===== src/rtl/risc_pkg.sv =====
// Shared definitions for the 16-bit RISC core: opcodes, instruction field
// positions and fetch-stage state encodings.
// Optional feature macro: FETCH_HALT_EN. When it is defined, opcode 4'b1111
// halts fetch.
package risc_pkg;

  localparam int unsigned INSTR_W = 16;
  localparam int unsigned OPC_MSB = 15;
  localparam int unsigned OPC_LSB = 12;
  localparam int unsigned OPC_W   = OPC_MSB - OPC_LSB + 1;

  localparam logic [OPC_W-1:0] OP_RTYPE = 4'b0000;
  localparam logic [OPC_W-1:0] OP_LW    = 4'b0001;
  localparam logic [OPC_W-1:0] OP_SW    = 4'b0010;
  localparam logic [OPC_W-1:0] OP_ADDI  = 4'b0011;
  localparam logic [OPC_W-1:0] OP_BEQ   = 4'b0100;
  localparam logic [OPC_W-1:0] OP_BNE   = 4'b0101;
  localparam logic [OPC_W-1:0] OP_JMP   = 4'b0110;
  localparam logic [OPC_W-1:0] OP_HALT  = 4'b1111;

`ifdef FETCH_HALT_EN
  localparam bit HALT_EN = 1'b1;
`else
  localparam bit HALT_EN = 1'b0;
`endif

  // REQ: request out; DRAIN: squashed request still outstanding;
  // HOLD: pending buffer full, no request; HALT: fetch stopped until reset.
  typedef enum logic [1:0] {
    ST_REQ   = 2'd0,
    ST_DRAIN = 2'd1,
    ST_HOLD  = 2'd2,
    ST_HALT  = 2'd3
  } fetch_state_e;

  // True when the word is a halt instruction and the halt feature is built in.
  function automatic logic is_halt(input logic [INSTR_W-1:0] word);
    return HALT_EN && (word[OPC_MSB:OPC_LSB] == OP_HALT);
  endfunction

endpackage


===== src/rtl/fetch_pc_gen.sv =====
// Redirect decision and next-PC generation for the fetch stage.
// Ports:
//   pc          current fetch PC
//   ex_*        execute-stage branch/jump resolution
//   redirect_c  execute requests a PC redirect this cycle
//   target_c    redirect target (jump wins over branch)
//   pc_plus1_c  sequential next PC (wraps mod 2^ADDR_W)
module fetch_pc_gen #(
  parameter int unsigned ADDR_W = 16,
  parameter int unsigned JMP_W  = 12
) (
  input  logic [ADDR_W-1:0] pc,
  input  logic              ex_valid,
  input  logic              ex_branch,
  input  logic              ex_bne,
  input  logic              ex_jump,
  input  logic              ex_zero,
  input  logic [ADDR_W-1:0] ex_pc,
  input  logic [ADDR_W-1:0] ex_imm,
  input  logic [JMP_W-1:0]  ex_jtarget,
  output logic              redirect_c,
  output logic [ADDR_W-1:0] target_c,
  output logic [ADDR_W-1:0] pc_plus1_c
);

  logic              take_branch;
  logic [ADDR_W-1:0] branch_tgt;
  logic [ADDR_W-1:0] jump_tgt;

  // beq takes on zero, bne on non-zero.
  assign take_branch = ex_branch & (ex_zero ^ ex_bne);
  assign redirect_c  = ex_valid & (take_branch | ex_jump);

  assign branch_tgt = ex_pc + ADDR_W'(1) + ex_imm;
  // Jump keeps the upper PC bits of the executing instruction.
  assign jump_tgt   = {ex_pc[ADDR_W-1:JMP_W], ex_jtarget};
  assign target_c   = ex_jump ? jump_tgt : branch_tgt;

  assign pc_plus1_c = pc + ADDR_W'(1);

endmodule


===== src/rtl/fetch_unit.sv =====
// Instruction-fetch stage: owns the PC, runs a single-outstanding imem
// request/ack handshake, buffers one instruction while decode is stalled and
// applies branch/jump redirects from execute.
// Optional feature macro: FETCH_HALT_EN (opcode 4'b1111 stops fetch).
// Ports:
//   clk, rst                 clock, synchronous active-high reset
//   imem_req/addr            fetch request, held stable until imem_ack
//   imem_ack/rdata           one-cycle response with instruction word
//   if_valid/if_instr/if_pc  instruction presented to decode
//   if_stall                 decode cannot accept, hold if_* outputs
//   ex_*                     execute-stage branch/jump resolution
//   halted                   fetch stopped on halt instruction
module fetch_unit
  import risc_pkg::*;
#(
  parameter int unsigned       ADDR_W   = 16,
  parameter logic [ADDR_W-1:0] RESET_PC = ADDR_W'(0),
  parameter int unsigned       JMP_W    = 12
) (
  input  logic               clk,
  input  logic               rst,
  output logic               imem_req,
  output logic [ADDR_W-1:0]  imem_addr,
  input  logic               imem_ack,
  input  logic [INSTR_W-1:0] imem_rdata,
  output logic               if_valid,
  output logic [INSTR_W-1:0] if_instr,
  output logic [ADDR_W-1:0]  if_pc,
  input  logic               if_stall,
  input  logic               ex_valid,
  input  logic               ex_branch,
  input  logic               ex_bne,
  input  logic               ex_jump,
  input  logic               ex_zero,
  input  logic [ADDR_W-1:0]  ex_pc,
  input  logic [ADDR_W-1:0]  ex_imm,
  input  logic [JMP_W-1:0]   ex_jtarget,
  output logic               halted
);

  fetch_state_e       state_q, state_d;
  logic [ADDR_W-1:0]  pc_q, pc_d;
  logic               imem_req_q, imem_req_d;
  logic [ADDR_W-1:0]  imem_addr_q, imem_addr_d;
  logic               if_valid_q, if_valid_d;
  logic [INSTR_W-1:0] if_instr_q, if_instr_d;
  logic [ADDR_W-1:0]  if_pc_q, if_pc_d;
  logic [INSTR_W-1:0] pend_instr_q, pend_instr_d;
  logic [ADDR_W-1:0]  pend_pc_q, pend_pc_d;
  logic               halted_q, halted_d;

  logic               redirect_c;
  logic [ADDR_W-1:0]  target_c;
  logic [ADDR_W-1:0]  pc_plus1_c;
  logic               ack_v;
  logic               out_free;

  fetch_pc_gen #(
    .ADDR_W (ADDR_W),
    .JMP_W  (JMP_W)
  ) u_pc_gen (
    .pc         (pc_q),
    .ex_valid   (ex_valid),
    .ex_branch  (ex_branch),
    .ex_bne     (ex_bne),
    .ex_jump    (ex_jump),
    .ex_zero    (ex_zero),
    .ex_pc      (ex_pc),
    .ex_imm     (ex_imm),
    .ex_jtarget (ex_jtarget),
    .redirect_c (redirect_c),
    .target_c   (target_c),
    .pc_plus1_c (pc_plus1_c)
  );

  // An ack only counts against a request we actually have on the bus; this
  // also drops a response that straddles a reset.
  assign ack_v    = imem_ack & imem_req_q;
  assign out_free = ~if_valid_q | ~if_stall;

  // Next-state and datapath control.
  always_comb begin
    state_d      = state_q;
    pc_d         = pc_q;
    if_valid_d   = if_valid_q;
    if_instr_d   = if_instr_q;
    if_pc_d      = if_pc_q;
    pend_instr_d = pend_instr_q;
    pend_pc_d    = pend_pc_q;
    halted_d     = halted_q;

    case (state_q)
      ST_REQ: begin
        if (redirect_c) begin
          pc_d       = target_c;
          if_valid_d = 1'b0;
          // Request still out with no response: wait it out and discard it.
          if (imem_req_q && !ack_v) state_d = ST_DRAIN;
        end else if (ack_v) begin
          pc_d = pc_plus1_c;
          if (out_free) begin
            if_instr_d = imem_rdata;
            if_pc_d    = pc_q;
            if_valid_d = 1'b1;
            if (is_halt(imem_rdata)) begin
              state_d  = ST_HALT;
              halted_d = 1'b1;
            end
          end else begin
            pend_instr_d = imem_rdata;
            pend_pc_d    = pc_q;
            state_d      = ST_HOLD;
          end
        end else if (!if_stall) begin
          if_valid_d = 1'b0;
        end
      end
      ST_HOLD: begin
        if (redirect_c) begin
          pc_d       = target_c;
          if_valid_d = 1'b0;
          state_d    = ST_REQ;
        end else if (!if_stall) begin
          if_instr_d = pend_instr_q;
          if_pc_d    = pend_pc_q;
          if_valid_d = 1'b1;
          if (is_halt(pend_instr_q)) begin
            state_d  = ST_HALT;
            halted_d = 1'b1;
          end else begin
            state_d  = ST_REQ;
          end
        end
      end
      ST_DRAIN: begin
        if (redirect_c) pc_d = target_c;
        if (ack_v) state_d = ST_REQ;
      end
      ST_HALT: begin
      end
      default: state_d = ST_REQ;
    endcase

    imem_req_d  = (state_d == ST_REQ) || (state_d == ST_DRAIN);
    // The squashed request keeps its address until its ack arrives.
    imem_addr_d = (state_d == ST_DRAIN) ? imem_addr_q : pc_d;
  end

  // State and output registers.
  always_ff @(posedge clk) begin
    if (rst) begin
      state_q      <= ST_REQ;
      pc_q         <= RESET_PC;
      imem_req_q   <= 1'b0;
      imem_addr_q  <= RESET_PC;
      if_valid_q   <= 1'b0;
      if_instr_q   <= '0;
      if_pc_q      <= '0;
      pend_instr_q <= '0;
      pend_pc_q    <= '0;
      halted_q     <= 1'b0;
    end else begin
      state_q      <= state_d;
      pc_q         <= pc_d;
      imem_req_q   <= imem_req_d;
      imem_addr_q  <= imem_addr_d;
      if_valid_q   <= if_valid_d;
      if_instr_q   <= if_instr_d;
      if_pc_q      <= if_pc_d;
      pend_instr_q <= pend_instr_d;
      pend_pc_q    <= pend_pc_d;
      halted_q     <= halted_d;
    end
  end

  assign imem_req  = imem_req_q;
  assign imem_addr = imem_addr_q;
  assign if_valid  = if_valid_q;
  assign if_instr  = if_instr_q;
  assign if_pc     = if_pc_q;
  assign halted    = halted_q;

endmodule


===== config.mk =====
export PLATFORM = sky130hd
export DESIGN_NAME = fetch_unit
export DESIGN_NICKNAME = d
export VERILOG_FILES = /design/src/rtl/risc_pkg.sv /design/src/rtl/fetch_pc_gen.sv /design/src/rtl/fetch_unit.sv
export SDC_FILE = /design/constraint.sdc
export NUM_CORES = 1
export LEC_CHECK = 0
export CAP_MARGIN = 0
export CORE_AREA = 5 5 118 109
export CTS_CLUSTER_SIZE = 30
export DETAILED_ROUTE_END_ITERATION = 6
export DIE_AREA = 0 0 123 114
export GPL_TIMING_DRIVEN = 0
export PLACE_DENSITY = 0.87
export SYNTH_ARGS = -nofsm -noshare
export SYNTH_HDL_FRONTEND = slang
export SYNTH_SLANG_ARGS = --single-unit

===== constraint.sdc =====
create_clock -name clk -period 8 [get_ports clk]
set_input_delay 1.6 -clock clk [delete_from_list [all_inputs] [get_ports clk]]
set_output_delay 1.6 -clock clk [all_outputs]
set_load 0.01 [all_outputs]

* After elaboration in Yosys (flattened, before gate mapping) *
Cells that the tools add are included.

storage, ports and cells
  bits in registers = 100
  logic and storage cells = 75

operators by class
  add/sub/neg operators = 3
  equal/unequal tests = 11
  multiplexer cells = 32
  bitwise operators = 10
  reduce and logical (&&, ||, !) cells = 10

operators by type and width
  cell                                           number
  2-to-1 mux 16 bit                              14
  case mux 16 bit (2 select lines)               3
  adder 16 x 1 -> 16 bit, second input constant  2
  adder 16 bit                                   1
  2-to-1 mux 2 bit                               7
  inequality test 2 bit, second input constant   5
  inequality test 4 bit, second input constant   2
  AND reduction 4 bit                            2
  2-to-1 mux 1 bit                               6
  case mux 2 bit (3 select lines)                1
  AND reduction 6 bit                            1
  == test 2 x 1 -> 1 bit, second input constant  2
  zero test 2 bit                                2
  inverter 1 bit                                 4
  AND 1 bit                                      3
  inequality test 3 bit, second input constant   1
  == test 2 bit, second input constant           1
  OR 1 bit                                       2
  case mux 1 bit (2 select lines)                1
  nonzero test 2 bit                             1
  OR reduction 2 bit                             1
  logical AND 1 bit                              1
  zero test 1 bit                                1
  logical OR 1 bit                               1
  bitwise XOR 1 bit                              1

* Logic depth before layout (Yosys ltp) *
  depth in word-level cells = 8
  mapped depth = 13
  mapped depth without buffers = 11

* Cells and area by module *
Synthesis repeated with hierarchy kept, for this count alone.

second synthesis, totals
  cell total of the unflattened synthesis = 667
  area, all modules = 5564.1 um^2

by module, submodules not included
  module        times used  cells an instance  area each (um^2)
  fetch_unit    1           501                4389.2
  fetch_pc_gen  1           166                1174.9

* Worst setup path after synthesis *
No wires, ideal clock.

  kind = input -> register
  start point = input port ex_pc[0]
  end point = register imem_addr_q[14] (netlist: imem_addr[14])
  setup time = 0.134 ns
  arrival time = 3.730 ns
  path slack = 4.136 ns
  stages on the path = 11
  buffers on the path = 0
  cells stage by stage = inv_1 -> ha_1 -> inv_1 -> fa_1 -> a211oi_1 -> o21ai_0 -> a21oi_1 -> o21bai_1 -> or4_1 -> a32oi_1 -> a211oi_1

between the ends
  cells in the longest elaborated chain, start to end = 5
  elaborated cells between the ends (all ways) = 6
  those cells by class = add/sub: 2; mux: 4

ends and longest elaborated chain
  element                                      line                                                    text
  start: declaration                           fetch_unit.sv:35                                        input logic [ADDR_W-1:0] ex_pc,
  adder 16 x 1 -> 16 bit (*)                   fetch_pc_gen.sv:34                                      assign branch_tgt = ex_pc + ADDR_W'(1) + ex_imm;
  adder 16 bit (*)                             fetch_pc_gen.sv:34
  2-to-1 mux 16 bit (*)                        fetch_pc_gen.sv:37                                      assign target_c = ex_jump ? jump_tgt : branch_tgt;
  2-to-1 mux 16 bit, on equally long branches  fetch_unit.sv:119, fetch_unit.sv:136, fetch_unit.sv:94
  case mux 16 bit (2 select lines) (*)         fetch_unit.sv:92                                        case (state_q)
  end signal: assignment                       fetch_unit.sv:166                                       imem_addr_q <= imem_addr_d;
  end: declaration                             fetch_unit.sv:44                                        logic [ADDR_W-1:0] imem_addr_q, imem_addr_d;

Mark *: on every way between the ends. The rest lies on a longest branch, timed or not.
A chain may end at the register's enable or synchronous reset.

* Worst setup path after layout *
Ends and elaborated chain as after synthesis.

==> impl_metrics.env <==
export IMPL_cts_resized=0
export IMPL_wl_mm=17.2
export IMPL_drive_gt1_frac=0.0501
export IMPL_ys_flop_type="dfxtp_1"
export IMPL_slew_violations=0
export IMPL_fin_ws_ns=3.56
export IMPL_start_util=0.482
export IMPL_grt_pass1_vias=5428
export IMPL_r2r_setup_slack_ns=5.39
export IMPL_clkLatencyLatePin_ns=0.34
export IMPL_cp_max_fo=4
export IMPL_post_cts_buffers=0
export IMPL_cts_max_path_buffers=2
export IMPL_place_gp_congestion=0.934
export IMPL_reg2reg_depth=8
export IMPL_critical_path_arrival_ns=4.64
export IMPL_rows=38
export IMPL_slew_headroom=0.466
export IMPL_cts_root_buffer="clkbuf_16"
export IMPL_setup_viol_count_final=0
export IMPL_crit_required_ns=8.20
export IMPL_hold_path_class="flip-flop to flip-flop"
export IMPL_grt_start_max_net_pins=17
export IMPL_r2r_start="pc_q[10]"
export IMPL_cp_end_kind="flip-flop"
export IMPL_grt_pass1_wl_mm=27.2
export IMPL_max_freq_ghz=0.225
export IMPL_drtAntennaViolNets=0
export IMPL_clock_skew_final_ns=0.00553
export IMPL_drt_first_pass_iters=6
export IMPL_hold_start="pend_instr_q[8]"
export IMPL_port_buffers=118
export IMPL_status="finished, final reports clean"
export IMPL_r2r_end="imem_addr[14]"
export IMPL_fin_crit_sh=0.555
export IMPL_hpwl_mm=13.1
export IMPL_avgRoutedWirePerCell_microns=17.2
export IMPL_syn_avg_cell_area_sq_um=7.97
export IMPL_die_x_microns=123
export IMPL_fillers=981
export IMPL_cap_violations=0
export IMPL_synth_enable_flop_cells=0
export IMPL_syn_inst=704
export IMPL_final_util=0.626
export IMPL_syn_nets=795
export IMPL_drtIter0Drc=624
export IMPL_dp_slack_ns=3.24
export IMPL_synth_area_leaders="dfxtp_1 36%, a211oi_1 6.8%, mux2i_1 6.4%"
export IMPL_ioPinCount=120
export IMPL_ctsHoldBuffers=0
export IMPL_leakage_nw=2.56
export IMPL_ir_drop_mv=0.160
export IMPL_core_sq_mm=0.0116
export IMPL_synth_seq_cells=100
export IMPL_grt_overflow=0
export IMPL_drc=0
export IMPL_groute_usage_overall=0.243
export IMPL_path_clk_slew_ns=0.06
export IMPL_vias=5830
export IMPL_grt_antenna_before_repair=0
export IMPL_async_flop_share=0
export IMPL_yosysWarnings=0
export IMPL_cts_htree_levels=3
export IMPL_vias_per_cell=5.84
export IMPL_num_antenna_cells=0
export IMPL_cp_start_kind="input port"
export IMPL_cts_buffers=9
export IMPL_synth_largest_area_cell="dfxtp_1"
export IMPL_finalWorstPathRequiredPeriod_ns=4.44
export IMPL_die_area_sq_mm=0.0140
export IMPL_area_delta_synth_final_pct=30.0
export IMPL_hold_path_end="pend_instr_q[8]"
export IMPL_worstMarginPinSlew_ns=0.801
export IMPL_synth_cell_types=66
export IMPL_hold_path_depth=2
export IMPL_synth_seq_area_share=0.357
export IMPL_synth_top_area_frac=0.357
export IMPL_critPathKind="input port to flip-flop"
export IMPL_cts_tree="built"
export IMPL_die_height_microns=114
export IMPL_synthesis_area_sq_mm=0.00561
export IMPL_finalHoldViolCount=0
export IMPL_grt_setup_unrepaired="false"
export IMPL_nets=924
export IMPL_setup_tns_ns=0
export IMPL_p_per_area_mw_per_mm2=183
export IMPL_cts_sinks=100
power breakdown:
group / total [mW] / switching, mW / internal, mW
sequential: 0.563 / 0.0289 / 0.534
clock: 0.433 / 0.182 / 0.251
combinational: 0.338 / 0.179 / 0.159
cells by family after synthesis:
| family | Yosys count | share of synthesized area |
|---|---|---|
| buffers and inverters | 67 | 0.0489 |
| muxes | 36 | 0.0642 |
| adders and majority gates | 22 | 0.0504 |
| and+or+nand+nor | 251 | 0.203 |
| other | 1 | 0.000669 |
| DFF | 100 | 0.357 |
| AOI/OAI and AO/OA | 217 | 0.259 |
| xor gates and xnor gates | 10 | 0.0170 |
Yosys cell counts (all sizes together), types with 2 or more instances:
cell     instances
a211o            2
a21oi           72
nor3            16
o21bai           3
xnor2            4
nor2b            3
buf             17
xor2             6
o21a             4
a2111oi          3
a31oi            6
o31ai            6
a211oi          51
nand3           12
a311oi           3
nand2           91
o21ai           21
a21o            14
o41ai            2
nor2            80
nor4b            2
nand4           10
a32oi            3
a2bb2oi          2
ha              21
dfxtp          100
nor4             3
or3              4
o22ai            2
a31o             2
and3             4
o211ai           4
and2             4
clkbuf          38
a22oi            6
or2              3
mux2i           36
o32ai            2
inv             12
nand2b          11
nor3b            4
a222oi           2
area by class of cell:
type / count / area, sq um / area share
multi-input cells: 537 / 3330 / 0.457
flip-flops and latches: 100 / 2000 / 0.275
repair buffers: 118 / 1180 / 0.162
clock buffers: 11 / 243 / 0.0333
plain buffers: 55 / 229 / 0.0314
well taps: 160 / 200 / 0.0275
clock inverters: 5 / 58.8 / 0.00806
inverters: 12 / 45.0 / 0.00618
per-layer routing:
| layer | global-route usage | wire, microns | vias to the layer above | share of wire |
|---|---|---|---|---|
| met5 | 0 | 0 | - | 0 |
| met4 | 0.0672 | 272 | 0 | 0.016 |
| met3 | 0.0526 | 1530 | 33 | 0.089 |
| met2 | 0.393 | 7970 | 292 | 0.46 |
| met1 | 0.328 | 7420 | 2691 | 0.43 |
| li1 | - | - | 2814 | - |
cell usage in the layout (no fill, tap or decap), types with 5 or more instances in the layout:
master / instances
o21ai_0: 21
clkbuf_1: 38
buf_2: 14
nand4_1: 10
clkbuf_16: 9
o31ai_1: 6
a31oi_1: 5
nand2_1: 91
a22oi_1: 6
a21o_1: 14
nor2_1: 80
a21oi_1: 71
inv_1: 12
nand3_1: 12
nand2b_1: 11
mux2i_1: 36
a211oi_1: 51
clkdlybuf4s50_1: 118
ha_1: 21
dfxtp_1: 100
xor2_1: 5
nor3_1: 16
state kept, by name, summed over array words and instances, names as in the netlist:
| signal | flops |
|---|---|
| state_q | 2 |
| if_valid | 1 |
| pend_instr_q | 16 |
| pc_q | 16 |
| imem_req | 1 |
| imem_addr | 16 |
| pend_pc_q | 16 |
| if_instr | 16 |
| if_pc | 16 |
metrics by stage:
step	instances	power [mW]	hold WS [ns]	instance area [sq um]
3_3_place_gp	982	0.897	0.440	6990
4_1_cts	998	1.33	0.456	7290
3_5_place_dp	982	0.903	0.448	6990
5_1_grt	998	1.39	0.470	7290
6_report	998	1.33	0.454	7290
2_1_floorplan	704	0.754	0.436	5610
worst max path at each step:
stage          startpoint       endpoint
5_1_grt          ex_pc[0]  imem_addr[14]
4_1_cts          ex_pc[0]  imem_addr[14]
2_1_floorplan    ex_pc[0]  imem_addr[14]
3_5_place_dp     ex_pc[0]  imem_addr[14]
6_report         ex_pc[0]  imem_addr[14]
3_3_place_gp     ex_pc[0]  imem_addr[14]
critical path, stage by stage:
cell and delay [ns]:
clkdlybuf4s50_1 0.39, inv_1 0.08, ha_1 0.14, inv_1 0.05, fa_1 0.42, a211oi_1 0.38
o21ai_0 0.22, a21oi_1 0.29, o21bai_1 0.13, or4_1 0.48, a32oi_1 0.35, a211oi_1 0.12
(Power assumes the default switching activity.)
